--- config.mk ---
export PLATFORM = sky130hd
export DESIGN_NAME = imem_loader
export DESIGN_NICKNAME = d
export VERILOG_FILES = /design/src/rtl/imem_loader.sv
export SDC_FILE = /design/constraint.sdc
export NUM_CORES = 1
export LEC_CHECK = 0
export BUFFER_PORTS_ARGS = -buffer_cell sky130_fd_sc_hd__clkbuf_2
export CORE_MARGIN = 4
export CORE_UTILIZATION = 35
export CTS_BUF_LIST = sky130_fd_sc_hd__clkbuf_8
export CTS_CLUSTER_SIZE = 10
export DETAILED_ROUTE_END_ITERATION = 6
export REMOVE_ABC_BUFFERS = 1
export SKIP_LAST_GASP = 1
export SYNTH_ARGS = -nofsm -noshare
export SYNTH_HDL_FRONTEND = slang
export SYNTH_SLANG_ARGS = --single-unit
--- constraint.sdc ---
create_clock -name clk_i -period 2.6 [get_ports clk_i]
set_clock_uncertainty 0.2 [all_clocks]
set_input_delay 0.26 -clock clk_i [delete_from_list [all_inputs] [get_ports clk_i]]
set_output_delay 0.26 -clock clk_i [all_outputs]
set_load 0.005 [all_outputs]
--- src/rtl/imem_loader.sv ---
// Boot-time instruction memory writer: zero-fills the whole memory, then streams
// a length-prefixed image in from address 0 and releases the CPU reset once committed.
module imem_loader #(
   parameter int DEPTH  = 256,
   parameter int ADDR_W = 8
) (
   input  logic              clk_i,
   input  logic              rst_i,
   input  logic              start_i,
   input  logic [ADDR_W:0]   len_i,
   input  logic [31:0]       data_i,
   input  logic              valid_i,
   output logic              ready_o,
   output logic              we_o,
   output logic [ADDR_W-1:0] waddr_o,
   output logic [31:0]       wdata_o,
   output logic              busy_o,
   output logic              done_o,
   output logic              cpu_rst_o
);

   typedef enum logic [1:0] {IDLE, CLEAR, LOAD, DONE} state_t;

   localparam logic [ADDR_W:0] DEPTH_C = (ADDR_W+1)'(DEPTH);
   localparam logic [ADDR_W:0] ONE_C   = (ADDR_W+1)'(1);

   state_t            state, state_n;
   logic [ADDR_W:0]   cnt, cnt_n, len_q, len_n;
   logic              we_n, done_n, cpu_rst_n;
   logic [ADDR_W-1:0] waddr_n;
   logic [31:0]       wdata_n;

   assign ready_o = (state == LOAD);
   assign busy_o  = (state == CLEAR) || (state == LOAD);

   always_comb begin
      state_n   = state;
      cnt_n     = cnt;
      len_n     = len_q;
      we_n      = 1'b0;
      waddr_n   = waddr_o;
      wdata_n   = wdata_o;
      done_n    = done_o;
      cpu_rst_n = cpu_rst_o;
      case (state)
         IDLE, DONE: begin
            // outputs flip one cycle after DONE entry so the last write lands first
            if (state == DONE) begin
               done_n    = 1'b1;
               cpu_rst_n = 1'b0;
            end
            if (start_i) begin
               // the start edge already issues clear write 0
               done_n    = 1'b0;
               cpu_rst_n = 1'b1;
               len_n     = (len_i > DEPTH_C) ? DEPTH_C : len_i;
               cnt_n     = ONE_C;
               we_n      = 1'b1;
               waddr_n   = '0;
               wdata_n   = '0;
               state_n   = CLEAR;
            end
         end
         CLEAR: begin
            if (cnt == DEPTH_C) begin
               cnt_n   = '0;
               state_n = (len_q == '0) ? DONE : LOAD;
            end else begin
               we_n    = 1'b1;
               waddr_n = cnt[ADDR_W-1:0];
               wdata_n = '0;
               cnt_n   = cnt + ONE_C;
            end
         end
         LOAD: begin
            if (valid_i) begin
               we_n    = 1'b1;
               waddr_n = cnt[ADDR_W-1:0];
               wdata_n = data_i;
               cnt_n   = cnt + ONE_C;
               if (cnt == len_q - ONE_C) state_n = DONE;
            end
         end
         default: state_n = IDLE;
      endcase
   end

   always_ff @(posedge clk_i) begin
      if (rst_i) begin
         state     <= IDLE;
         cnt       <= '0;
         len_q     <= '0;
         we_o      <= 1'b0;
         waddr_o   <= '0;
         wdata_o   <= '0;
         done_o    <= 1'b0;
         cpu_rst_o <= 1'b1;
      end else begin
         state     <= state_n;
         cnt       <= cnt_n;
         len_q     <= len_n;
         we_o      <= we_n;
         waddr_o   <= waddr_n;
         wdata_o   <= wdata_n;
         done_o    <= done_n;
         cpu_rst_o <= cpu_rst_n;
      end
   end

endmodule

==> impl_metrics.tcl <==
set metrics [dict create \
    syn_area_um2 2815 \
    synthAdderAreaFrac_pct 2.667 \
    power_frac_comb_pct 39.9 \
    cp-endpoint "wdata_o[23]" \
    crit_start "cnt[2]" \
    critPathRequiredTime_ns 2.67 \
    port_buffers 89 \
    synthCells 346 \
    power_density_nw_per_um2 831.2 \
    synth_edf_count 0 \
    cts_made_buffers 9 \
    coreArea_um2 7767 \
    total_leakage_power_nw 1.634 \
    rows 32 \
    start_kind "flop" \
    max_freq_mhz 415.2 \
    hold_viol_final 0 \
    synth_mux_area_share_pct 0.4000 \
    clkPwrFrac_pct 25.4 \
    ant_nets 0 \
    cts.htree.levels 3 \
    r2r_start "cnt[2]" \
    relSlewSlack_pct 55.04 \
    cts.sinks 63 \
    fin_crit_sh_pct 92.62 \
    antennaDiodeCount 0 \
    synth-xor-area-share_pct 2.489 \
    cts_root_buffer "clkbuf_8" \
    track_usage_pct 16.94 \
    postCtsHoldBufs 38 \
    nets 525 \
    vdd_drop_max_uv 346.4 \
    clk_latency_ns 0.33 \
    drtPass1Iterations 5 \
    maxCapViolCount 0 \
    critPathCaptureType "flop" \
    clk_pin_slew_ns 0.08 \
    p_sw_share_pct 38.47 \
    synth_top_cell_by_area "dfxtp_1" \
    drtIter0Drc 141 \
    worstHoldStart "start_i" \
    hp-class "input port to flop" \
    reg2reg_slack_ns 0.19 \
    gp_congestion 0.7805 \
    cts_setup_buffers 0 \
    grt_pass1_vias 2804 \
    avgSynthCellArea_um2 8.136 \
    areaGrowthSynthToFinish_pct 41.56 \
    ys_types 42 \
    grt_pass1_wl_um 13550 \
    critPathKind "flop to flop" \
    overflow 0 \
    p_sw_mw 1.274 \
    synth_top_family_by_area "simple AND/OR/NAND/NOR gates" \
    setup_slack_ns 0.1918 \
    worstMarginPinSlew_ns 0.6703 \
    dpl.hpwl_um 5381 \
    die-area_um2 9542 \
    die_w_um 97.69 \
    fin_crit_ns 2.408 \
    cts_tree "yes" \
    cts-resized-gates 0 \
    ys_seq_area_share_pct 44.80 \
    synth_top_area_share_pct 44.80 \
    via_per_inst 4.990 \
    internal-power_mw 2.038 \
    yosys_warnings 0 \
    async_flop_share_pct 0 \
    antenna_found_initial 0 \
    ys.flop_type "dfxtp_1" \
    initial_core_util_pct 36.24 \
    rsz0062_at_grt "false" \
    r2r-end "wdata_o[23]" \
    fin_util_pct 51.30 \
    stdcell_count 581 \
    finalSetupViolCount 0 \
    seq_power_share_pct 34.8 \
    slew_viol_final 0 \
    drcViolationCount 0 \
    run_status "complete, no violations" \
    dieHeight_um 97.69 \
    dp_worst_setup_slack_ns 0.2277 \
    vias 2899 \
    clockBufferDepth 2 \
    ios 90 \
    crit_fanout 30 \
    r2r.worst_path.cells 7 \
    drive_gt1_share_pct 26.51 \
    wl_per_cell_um 13.92 \
    grt_max_degree 46 \
    synth-simple-area-share_pct 26.13 \
    synth_seq_cells 63 \
    synth-compound-area-share_pct 18.93 \
    synth_area_leaders "dfxtp_1 (45%), a21oi_1 (8.5%), nand3_1 (7.5%), nand2_1 (7.2%), nor2_1 (2.8%)" \
    dp_cells 527 \
    wirelength_um 8089 \
    cp.arrival_ns 2.48 \
]
[how the worst min path moves through the flow]
stage	endpoint	slack, ns	cells after the start
3_3_place_gp	cpu_rst_o	0.23	2
4_1_cts	len_q[8]	0.005	3
6_report	len_q[8]	0.01	3
2_1_floorplan	cnt[2]	0.13	1
3_5_place_dp	waddr_o[6]	0.24	2
5_1_grt	len_q[8]	0.04	3
[placed cells by master, fill, tap and decap left out, types with 5 or more instances in the layout]
cell,Yosys,final
clkbuf_2,0,89
dfxtp_1,63,63
nand2_1,54,54
a21oi_1,48,48
nand3_1,42,42
dlygate4sd3_1,0,38
nor2_1,21,21
buf_4,0,10
clkbuf_8,0,9
inv_1,8,8
o21ai_0,7,7
nor3_1,6,6
xor2_1,6,6
nand3b_1,6,6
a22o_1,6,6
ha_1,6,6
a22oi_1,5,5
[power by group through the flow]
| stage | sequential (mW) | clock (mW) | combinational, mW |
|---|---|---|---|
| final | 1.15 | 0.840 | 1.32 |
| after global routing | 1.17 | 0.902 | 1.47 |
| after CTS | 1.15 | 0.857 | 1.33 |
| after detailed placement | 1.17 | 0 | 1.28 |
| after global placement | 1.17 | 0 | 1.26 |
| after floorplan | 1.16 | 0 | 0.726 |
[through the flow]
stage               cell area, µm²  hold slack (ns)  TNS, ns  power [mW]
floorplan                     2720           0.1291   -12.69       1.888
global placement              3408           0.2307        0       2.431
finish                        3985          0.01402        0       3.312
detailed placement            3408           0.2443        0       2.448
global route                  3985          0.03846        0       3.542
CTS                           3985         0.004511        0       3.334
[critical path, stage by stage (launching register included)]
cell and delay (ns):
dfxtp_1 0.40, or4_4 0.58, nor4_1 0.35, nand2_1 0.11, nand2_1 0.24, buf_12 0.22, nand2_1 0.09, a21oi_1 0.15
[registers in the layout, indices dropped and copies added (netlist names)]
name / flops
cpu_rst_o: 1
cnt: 9
waddr_o: 8
done_o: 1
we_o: 1
len_q: 9
state: 2
wdata_o: 32
[cell families (layout without fill, tap and decap cells)]
family                     Yosys count  in the layout
buffers and inverters               31            164
AOI/OAI and AO/OA                   84             84
and+or+nand+nor                    153            153
DFF                                 63             63
adders and majority gates            6              6
muxes                                1              1
xor gates and xnor gates             8              8
[routing by layer]
layer  routed length [µm]  GRT usage (%)
met1                 3612          21.53
met2                 3954          27.62
met3                  384          4.738
met4                  136          5.644
met5                    0              0
[cells in the mapped netlist, drive strengths merged, types with 2 or more instances]
| master | number |
|---|---|
| a211oi | 3 |
| a21oi | 49 |
| a221oi | 4 |
| a22o | 6 |
| a22oi | 5 |
| a311oi | 2 |
| a41oi | 2 |
| and3 | 4 |
| buf | 5 |
| clkbuf | 17 |
| dfxtp | 63 |
| ha | 6 |
| inv | 8 |
| nand2 | 54 |
| nand2b | 2 |
| nand3 | 42 |
| nand3b | 6 |
| nand4 | 2 |
| nor2 | 21 |
| nor2b | 4 |
| nor3 | 6 |
| nor3b | 2 |
| nor4 | 4 |
| o21ai | 8 |
| or2 | 2 |
| xnor2 | 2 |
| xor2 | 6 |
[final cells by class]
cell class                 instances  area (µm²)
clock inverter                     7       72.57
sequential                        63        1261
clock buffer                       9       123.9
tap                              102       127.6
timing repair buffer             139       940.9
fill                             748        3782
inverter                           9       33.78
multi-input combinational        252        1425
No activity file was read; power rests on OpenSTA's default activity.
